### src/rtl/hazard_scoreboard_if.sv
// Decode/writeback/squash bus into the hazard scoreboard plus its interlock outputs.
// Stats ports exist only when HAZARD_STATS_EN is defined.
interface hazard_scoreboard_if #(
    parameter int unsigned NUM_REGS = 32,
    parameter int unsigned REG_AW   = 5
);
    logic                id_valid;
    logic [31:0]         id_instr;
    logic                wb_valid;
    logic [REG_AW-1:0]   wb_rd;
    logic                sq_valid;
    logic [REG_AW-1:0]   sq_rd;
    logic                stall;
    logic                issue;
    logic [NUM_REGS-1:0] busy_mask;
    logic                err_uflow;
`ifdef HAZARD_STATS_EN
    logic [31:0]         stall_cycles;
    logic [31:0]         hazard_events;
`endif

    modport master (
        output id_valid, id_instr, wb_valid, wb_rd, sq_valid, sq_rd,
        input  stall, issue, busy_mask, err_uflow
`ifdef HAZARD_STATS_EN
        , input stall_cycles, hazard_events
`endif
    );

    modport slave (
        input  id_valid, id_instr, wb_valid, wb_rd, sq_valid, sq_rd,
        output stall, issue, busy_mask, err_uflow
`ifdef HAZARD_STATS_EN
        , output stall_cycles, hazard_events
`endif
    );
endinterface

### src/rtl/hazard_scoreboard.sv
// RAW/WAW interlock: per-register in-flight write counters gate decode issue.
// Optional HAZARD_STATS_EN adds stall_cycles / hazard_events counters.
module hazard_scoreboard #(
    parameter int unsigned NUM_REGS    = 32,
    parameter int unsigned REG_AW      = 5,
    parameter int unsigned MAX_PENDING = 3,
    parameter int unsigned WB_BYPASS   = 1
) (
    input  logic                clk,
    input  logic                rst,
    hazard_scoreboard_if.slave  bus
);
    localparam int unsigned CW = $clog2(MAX_PENDING + 1);
    localparam int unsigned SW = CW + 2;

    localparam logic [6:0]  OP_LOAD   = 7'h03;
    localparam logic [6:0]  OP_IMM    = 7'h13;
    localparam logic [6:0]  OP_STORE  = 7'h23;
    localparam logic [6:0]  OP_REG    = 7'h33;
    localparam logic [6:0]  OP_BRANCH = 7'h63;
    localparam logic [6:0]  OP_JAL    = 7'h6F;
    localparam logic [6:0]  OP_LUI    = 7'h37;
    localparam logic [31:0] INSTR_NOP = 32'h0000_0013;

    typedef struct packed {
        logic              re1;
        logic              re2;
        logic              we;
        logic [REG_AW-1:0] rs1;
        logic [REG_AW-1:0] rs2;
        logic [REG_AW-1:0] rd;
    } dec_t;

    dec_t              dec;
    logic [CW-1:0]     cnt     [NUM_REGS];
    logic [CW-1:0]     cnt_nxt [NUM_REGS];
    logic [NUM_REGS-1:0] busy_q;
    logic              err_q;
    logic              uflow_hit;
    logic              rel1, rel2, pend1, pend2, full;
    logic              stall_c, issue_c;

    // Register usage by opcode; x0 accesses never count as dependencies.
    always_comb begin
        dec     = '0;
        dec.rd  = REG_AW'(bus.id_instr[11:7]);
        dec.rs1 = REG_AW'(bus.id_instr[19:15]);
        dec.rs2 = REG_AW'(bus.id_instr[24:20]);
        case (bus.id_instr[6:0])
            OP_LOAD, OP_IMM:     begin dec.re1 = 1'b1; dec.we = 1'b1; end
            OP_STORE, OP_BRANCH: begin dec.re1 = 1'b1; dec.re2 = 1'b1; end
            OP_REG:              begin dec.re1 = 1'b1; dec.re2 = 1'b1; dec.we = 1'b1; end
            OP_JAL, OP_LUI:      dec.we = 1'b1;
            default: ;
        endcase
        if (bus.id_instr == INSTR_NOP || bus.id_instr == 32'h0) begin
            dec.re1 = 1'b0;
            dec.re2 = 1'b0;
            dec.we  = 1'b0;
        end
        if (dec.rs1 == '0) dec.re1 = 1'b0;
        if (dec.rs2 == '0) dec.re2 = 1'b0;
        if (dec.rd  == '0) dec.we  = 1'b0;
    end

    // Sources see this cycle's writeback release when bypassing; the WAW limit does not.
    always_comb begin
        rel1    = (WB_BYPASS != 0) && bus.wb_valid && (bus.wb_rd == dec.rs1);
        rel2    = (WB_BYPASS != 0) && bus.wb_valid && (bus.wb_rd == dec.rs2);
        pend1   = cnt[dec.rs1] > CW'(rel1);
        pend2   = cnt[dec.rs2] > CW'(rel2);
        full    = cnt[dec.rd] == CW'(MAX_PENDING);
        stall_c = bus.id_valid && ((dec.re1 && pend1) || (dec.re2 && pend2) || (dec.we && full));
        issue_c = bus.id_valid && !stall_c;
    end

    // Returns {underflow, next count}; saturates at zero.
    function automatic logic [CW:0] cnt_step(input logic [CW-1:0] c, input logic inc,
                                             input logic d_wb, input logic d_sq);
        logic [SW-1:0] up;
        logic [SW-1:0] down;
        up   = SW'(c) + SW'(inc);
        down = SW'(d_wb) + SW'(d_sq);
        if (down > up) return {1'b1, CW'(0)};
        return {1'b0, CW'(up - down)};
    endfunction

    always_comb begin
        uflow_hit = 1'b0;
        for (int r = 0; r < NUM_REGS; r++) begin
            cnt_nxt[r] = '0;
            if (r != 0) begin
                logic [CW:0] res;
                res = cnt_step(cnt[r],
                               issue_c && dec.we && (dec.rd == REG_AW'(r)),
                               bus.wb_valid && (bus.wb_rd == REG_AW'(r)),
                               bus.sq_valid && (bus.sq_rd == REG_AW'(r)));
                cnt_nxt[r] = res[CW-1:0];
                if (res[CW]) uflow_hit = 1'b1;
            end
        end
    end

    always_ff @(posedge clk) begin
        if (rst) begin
            for (int r = 0; r < NUM_REGS; r++) cnt[r] <= '0;
            busy_q <= '0;
            err_q  <= 1'b0;
        end else begin
            for (int r = 0; r < NUM_REGS; r++) begin
                cnt[r]    <= cnt_nxt[r];
                busy_q[r] <= (cnt_nxt[r] != '0);
            end
            err_q <= err_q | uflow_hit;
        end
    end

    assign bus.stall     = stall_c;
    assign bus.issue     = issue_c;
    assign bus.busy_mask = busy_q;
    assign bus.err_uflow = err_q;

`ifdef HAZARD_STATS_EN
    logic [31:0] stall_cycles_q;
    logic [31:0] hazard_events_q;
    logic        stall_prev_q;

    // Both counters wrap naturally at 2^32.
    always_ff @(posedge clk) begin
        if (rst) begin
            stall_cycles_q  <= '0;
            hazard_events_q <= '0;
            stall_prev_q    <= 1'b0;
        end else begin
            stall_prev_q <= stall_c;
            if (stall_c) stall_cycles_q <= stall_cycles_q + 32'd1;
            if (stall_c && !stall_prev_q) hazard_events_q <= hazard_events_q + 32'd1;
        end
    end

    assign bus.stall_cycles  = stall_cycles_q;
    assign bus.hazard_events = hazard_events_q;
`endif
endmodule

### src/flat_wrapper.sv
// flat-port wrapper written by rule: the top's interface ports become plain ports
module hazard_scoreboard_flat 
#(
    parameter int unsigned NUM_REGS    = 32,
    parameter int unsigned REG_AW      = 5,
    parameter int unsigned MAX_PENDING = 3,
    parameter int unsigned WB_BYPASS   = 1
)
  (clk, rst, bus_id_valid, bus_id_instr, bus_wb_valid, bus_wb_rd, bus_sq_valid, bus_sq_rd, bus_stall, bus_issue, bus_busy_mask, bus_err_uflow);
  hazard_scoreboard_if #(.NUM_REGS(NUM_REGS), .REG_AW(REG_AW)) bus_i ();
  input  logic clk;
  input  logic rst;
  input wire logic [$bits(bus_i.id_valid)-1:0] bus_id_valid;
  input wire logic [$bits(bus_i.id_instr)-1:0] bus_id_instr;
  input wire logic [$bits(bus_i.wb_valid)-1:0] bus_wb_valid;
  input wire logic [$bits(bus_i.wb_rd)-1:0] bus_wb_rd;
  input wire logic [$bits(bus_i.sq_valid)-1:0] bus_sq_valid;
  input wire logic [$bits(bus_i.sq_rd)-1:0] bus_sq_rd;
  output wire logic [$bits(bus_i.stall)-1:0] bus_stall;
  output wire logic [$bits(bus_i.issue)-1:0] bus_issue;
  output wire logic [$bits(bus_i.busy_mask)-1:0] bus_busy_mask;
  output wire logic [$bits(bus_i.err_uflow)-1:0] bus_err_uflow;
  assign bus_i.id_valid = bus_id_valid;
  assign bus_i.id_instr = bus_id_instr;
  assign bus_i.wb_valid = bus_wb_valid;
  assign bus_i.wb_rd = bus_wb_rd;
  assign bus_i.sq_valid = bus_sq_valid;
  assign bus_i.sq_rd = bus_sq_rd;
  assign bus_stall = bus_i.stall;
  assign bus_issue = bus_i.issue;
  assign bus_busy_mask = bus_i.busy_mask;
  assign bus_err_uflow = bus_i.err_uflow;
  hazard_scoreboard #(.NUM_REGS(NUM_REGS), .REG_AW(REG_AW), .MAX_PENDING(MAX_PENDING), .WB_BYPASS(WB_BYPASS)) u_core (.clk(clk), .rst(rst), .bus(bus_i));
endmodule
### config.mk
export PLATFORM = sky130hd
export DESIGN_NAME = hazard_scoreboard_flat
export DESIGN_NICKNAME = d
export VERILOG_FILES = /design/src/rtl/hazard_scoreboard_if.sv /design/src/rtl/hazard_scoreboard.sv /design/src/flat_wrapper.sv
export SDC_FILE = /design/constraint.sdc
export NUM_CORES = 1
export LEC_CHECK = 0
export BUFFER_PORTS_ARGS = -buffer_cell sky130_fd_sc_hd__buf_2
export CORE_MARGIN = 2
export CORE_UTILIZATION = 45
export CTS_CLUSTER_DIAMETER = 60
export DETAILED_ROUTE_END_ITERATION = 7
export HOLD_SLACK_MARGIN = 0.12
export PLACE_DENSITY_LB_ADDON = 0.3
export SETUP_SLACK_MARGIN = 0.05
export SLEW_MARGIN = 0
export SYNTH_ARGS = -nofsm -noshare
export SYNTH_HDL_FRONTEND = slang
export SYNTH_SLANG_ARGS = --single-unit
### constraint.sdc
create_clock -name clk -period 15.4 [get_ports clk]
set_input_delay 2.31 -clock clk [delete_from_list [all_inputs] [get_ports clk]]
set_output_delay 2.31 -clock clk [all_outputs]
set_load 0.03 [all_outputs]
# --- Word level (Yosys, flattened, before mapping) ---
# Memory sizes are Yosys's and may differ from the RTL's.
# Cells that the tools add are included.
word_totals:
  inputBits: 47
  ramBits: 64
  reg_bits: 33
  n_memories: 1
  word_cells: 576
classes:
  n_addsub: 93
  order_cmp: 33
  reduce_logical: 143
  bitwise_logic: 33
  n_eq_ne: 104
  muxes: 166
memory_table:
  columns: ["name", "depth", "width", "read_ports", "rd_clocked_by_memory_dff", "wr", "line_no", "source"]
  rows:
  - ["u_core.cnt", 32, 2, 34, 0, 32, "hazard_scoreboard.sv:35", "logic [CW-1:0] cnt [NUM_REGS];"]
ops:
  columns: ["op", "count"]
  rows:
  - ["5-bit == test (second input constant)", 48]
  - ["3-bit two-way mux", 63]
  - ["5-bit by 4-bit == test with 1-bit output (second input constant)", 24]
  - ["1-bit logical AND", 101]
  - ["2-bit by 1-bit adder with 3-bit output", 31]
  - ["2-bit by 3-bit greater-than comparator with 1-bit output", 31]
  - ["1-bit two-way mux", 71]
  - ["2-bit two-way mux", 32]
  - ["1-bit by 1-bit adder with 2-bit output", 31]
  - ["2-bit nonzero test", 31]
  - ["2-bit subtractor", 31]
  - ["5-bit by 3-bit == test with 1-bit output (second input constant)", 12]
  - ["1-bit bitwise OR", 33]
  - ["32-bit by 5-bit == test with 1-bit output (second input constant)", 1]
  - ["32-bit zero test", 1]
  - ["5-bit by 2-bit == test with 1-bit output (second input constant)", 6]
  - ["7-bit by 6-bit == test with 1-bit output (second input constant)", 3]
  - ["5-bit by 1-bit == test with 1-bit output (second input constant)", 3]
  - ["5-bit zero test", 3]
  - ["7-bit == test (second input constant)", 2]
  - ["5-bit == test", 2]
  - ["5-bit OR reduction", 2]
  - ["7-bit by 2-bit == test with 1-bit output (second input constant)", 1]
  - ["7-bit by 5-bit == test with 1-bit output (second input constant)", 1]
  - ["other kinds (5)", 8]

# --- Longest topological paths before layout ---
logic_depth:
  word_depth: 49
  depth_mapped: 24
  ltp_nobuf: 21

# --- Worst setup path after synthesis ---
# No wires, ideal clock.
synth_timing:
  kind: "input to output"
  from: "in bus_id_instr[15]"
  to: "out bus_issue"
  path_stages: 11
  arrival_time_ps: 5547
  path_slack_ps: 7543
  path_cell_list: "buf_2 buf_1 mux4_2 mux4_2 mux2i_1 ha_1 o32ai_1 o31ai_2 nand2_2 buf_6 nor3b_1"
synth_between:
  elab_chain_cells: 10
  word_cells_on_any_way: 20
  classes_between: "order compare: 1; eq/ne: 2; mux: 4; reduce/logical: 12; memory: 1"
synth_lines:
  columns: ["item", "line_no", "source"]
  rows:
  - ["start, declared", "flat_wrapper.sv:14", "input wire logic [$bits(bus_i.id_instr)-1:0] bus_id_instr;"]
  - ["parallel branches: the longest is 6 deep, another holds memory 32 x 2 bit", null, null]
  - ["1-bit logical OR (*)", "hazard_scoreboard.sv:73", "stall_c = bus.id_valid && ((dec.re1 && pend1) || (dec.re2 && pend2) || (dec.we && full));"]
  - ["1-bit logical AND (*)", "hazard_scoreboard.sv:73", null]
  - ["1-bit zero test (*)", "hazard_scoreboard.sv:74", "issue_c = bus.id_valid && !stall_c;"]
  - ["1-bit logical AND (*)", "hazard_scoreboard.sv:74", null]
  - ["end, declared", "flat_wrapper.sv:20", "output wire logic [$bits(bus_i.issue)-1:0] bus_issue;"]
# Mark *: on every way between the ends.

# --- Final worst setup path ---
layout_timing:
  from: "in bus_id_instr[20]"
  to: "out bus_stall"
layout_between:
  elab_chain_cells: 8
  word_cells_on_any_way: 18
  classes_between: "order compare: 1; eq/ne: 2; mux: 4; reduce/logical: 10; memory: 1"
layout_lines:
  columns: ["item", "line_no", "source"]
  rows:
  - ["parallel branches: the longest is 6 deep, another holds memory 32 x 2 bit", null, null]
  - ["1-bit logical OR (*)", "hazard_scoreboard.sv:73", null]
  - ["1-bit logical AND (*)", "hazard_scoreboard.sv:73", null]
  - ["end, declared", "flat_wrapper.sv:19", "output wire logic [$bits(bus_i.stall)-1:0] bus_stall;"]
# Marks and branches as above.

==> impl_metrics.tcl <==
set metrics [dict create \
    ir_worst_vdd_mv 0.04678 \
    cts.clk_slew.worst_paths_ns 0.07 \
    setup-tns-final_ns 0 \
    worstPathMaxFanout 33 \
    netlist_instances 1041 \
    worst_pin_slew_ns 0.9050 \
    fmax_mhz 124.1 \
    min_period_over_period_pct 52.32 \
    drv_cap 0 \
    coreArea_um2 19590 \
    gr-total-overflow 0 \
    place_ws_ns 7.252 \
    area_growth_pct 8.378 \
    p_leak_nw 4.387 \
    layout-drive-gt1-share_pct 17.90 \
    ioPinCount 82 \
    drc 0 \
    grt_antenna_before_repair 1 \
    r2r_end "u_core.bus.err_uflow" \
    drt-initial-drc-count 650 \
    cp_num_buf_inv 3 \
    worst_slack_ns 7.343 \
    start_util_pct 46.12 \
    std_cell_rows 51 \
    crit_arrival_ns 5.75 \
    ff2ff_setup_slack_ns 9.73 \
    startpoint_type "input pin" \
    clock-sinks 94 \
    holdPathStages 3 \
    ant_nets 0 \
    setup_viol 0 \
    cts_tree "done" \
    layout_min_cycle_time_ns 8.057 \
    p_per_area_nw_per_um2 58.89 \
    die_w_um 145.7 \
    die-area_um2 21230 \
    final-hold-violation-count 0 \
    wire_per_inst_um 17.69 \
    dpl.hpwl_mm 19.10 \
    synth-main-ff-cell "dfxtp_1" \
    globalplace.congestion 0.9156 \
    clk_latency_ns 0.36 \
    io_buffers 70 \
    htree_num_levels 3 \
    nNetsFinal 1314 \
    drt-total-wl_mm 23.88 \
    root_buffer "clkbuf_16" \
    grt.total_usage_pct 22.80 \
    maxSlewViolCount 0 \
    final_core_util_pct 49.98 \
    cts_resized 0 \
    cp_top_family "multiplexers" \
    crit_path_start "bus_id_instr[20]" \
    ys_ff_latch 94 \
    synth_fp_nets 1276 \
    cts_buffer_depth 2 \
    ys_types 60 \
    worst-setup-path-type "in2out" \
    cp_cell_sequence "buf_2 > mux4_2 > mux4_2 > mux2i_1 > ha_1 > or2_2 > a21oi_1 > a31oi_1 > nand2_2 > buf_4 > o21a_1 > buf_2" \
    grt_pass1_wl_mm 38.06 \
    die_h_um 145.7 \
    synth_warnings 0 \
    whs_endpoint "u_core.cnt[27][0]" \
    synth_edf_count 0 \
    slew_headroom_pct 39.44 \
    grt_pass1_vias 7131 \
    cpMaxStageDelayCell "mux4_2" \
    cp_slowest_stage_delay_ns 0.61 \
    layout_commonest_cell "ha_1" \
    post_cts_buffers 0 \
    grt_max_degree 64 \
    yosysTopAreaCell "ha_1" \
    synth.top_cell.area_share_pct 26.04 \
    async_flop_share_pct 0 \
    status "finished, final reports clean" \
    ys_seq_area_share_pct 20.83 \
    crit_required_ns 13.09 \
    fin_skew_ns 0.009123 \
    synth.cell_area_um2 9035 \
    worstSetupEndpointType "output pin" \
    r2r_start "u_core.cnt[13][0]" \
    via_per_inst 5.557 \
    final_cell_mix "ha_1, inv_1, nand2_1, dfxtp_1, nor2_1" \
    ys_top_cells_by_area "ha_1, dfxtp_1, mux4_2, inv_1, nor4_2" \
    rsz0062_at_grt "no" \
    cts_made_buffers 9 \
    r2r_cells 19 \
    worstHoldStart "u_core.cnt[27][1]" \
    holdCritPathClass "reg2reg" \
    hold_buffers 0 \
    dr.pass1.iters 5 \
    syn_avg_cell_area_um2 8.679 \
    vias 7502 \
]
## per-stage QoR
stage               hold slack, ns  std cells  instance area (µm²)  total power (W)
finish                      0.7821       1350                 9792        0.0005767
global route                0.8175       1349                 9789        0.0005966
CTS                         0.7775       1349                 9789        0.0005787
detailed placement          0.7671       1333                 9493        0.0003506
global placement            0.7657       1333                 9493        0.0003497
floorplan                   0.6978       1041                 9035        0.0003232
## final cells by class
| cell class | instances | area (µm²) |
|---|---|---|
| diodes | 1 | 2.502 |
| repair buffers | 74 | 380.4 |
| clock inverters | 7 | 71.32 |
| flip-flops and latches | 94 | 1882 |
| inverters | 127 | 476.7 |
| clock buffers | 9 | 225.2 |
| well taps | 265 | 331.6 |
| multi-input cells | 773 | 6422 |
| fillers | 1879 | 9798 |
## worst reg2reg max path, stage by stage (launching register included)
cell and delay, ns:
dfxtp_1 0.40, mux4_2 0.49, mux4_2 0.45, mux2i_1 0.18, ha_1 0.25, or2_2 0.30
a21oi_1 0.15, a31oi_1 0.11, nand2_2 0.07, buf_4 0.43, nor4_2 0.14, ha_1 0.21
ha_1 0.28, inv_1 0.04, ha_1 0.33, a21oi_1 0.19, a211oi_1 0.16, a2111o_1 0.48
nor4_1 0.66, a41oi_1 0.20
## how the worst max path moves through the flow
stage / slack, ns / end / cells after the start
floorplan: 7.54 / bus_issue / 11
finish: 7.34 / bus_stall / 12
CTS: 7.32 / bus_stall / 12
global placement: 7.28 / u_core.bus.err_uflow / 20
detailed placement: 7.25 / u_core.bus.err_uflow / 20
global route: 7.15 / bus_stall / 14
## metal layers
| metal | share of wire, % | GRT usage [%] |
|---|---|---|
| met1 | 46 | 31.73 |
| met2 | 42 | 33.94 |
| met3 | 8.4 | 5.329 |
| met4 | 3.6 | 9.363 |
| met5 | 0 | 0 |
## sequential cells by signal, indices dropped and copies added, names as in the netlist
register	count
u_core.cnt	62
u_core.bus.busy_mask	31
u_core.bus.err_uflow	1
## cell usage after synthesis, types with 5 or more instances
library cell / count
a211oi_1: 32
a21oi_1: 37
a31oi_1: 6
buf_2: 10
buf_6: 7
clkbuf_1: 24
dfxtp_1: 94
ha_1: 188
inv_1: 127
mux2i_1: 15
mux4_2: 32
nand2_1: 95
nand2b_1: 25
nand3_1: 17
nand4_1: 7
nor2_1: 91
nor2b_1: 13
nor3_1: 42
nor4_1: 6
nor4_2: 30
o211ai_1: 5
o21ai_0: 9
or2_2: 36
xor2_1: 39
## cell families after synthesis
family / synth area share, %
AO/OA/AOI/OAI: 8.199
buffers and inverters: 8.088
AND/OR/NAND/NOR: 22.82
other: 0.04151
flip-flops: 20.83
XOR/XNOR: 3.975
multiplexers: 10.01
adder cells (fa/ha/maj): 26.04
## report_power, final
part | internal [W] | switching (W)
sequential | 0.000248 | 0.00000419
combinational | 0.0000319 | 0.0000622
clock | 0.000127 | 0.000104
total | 0.000406 | 0.000171
(Power assumes the default switching activity.)
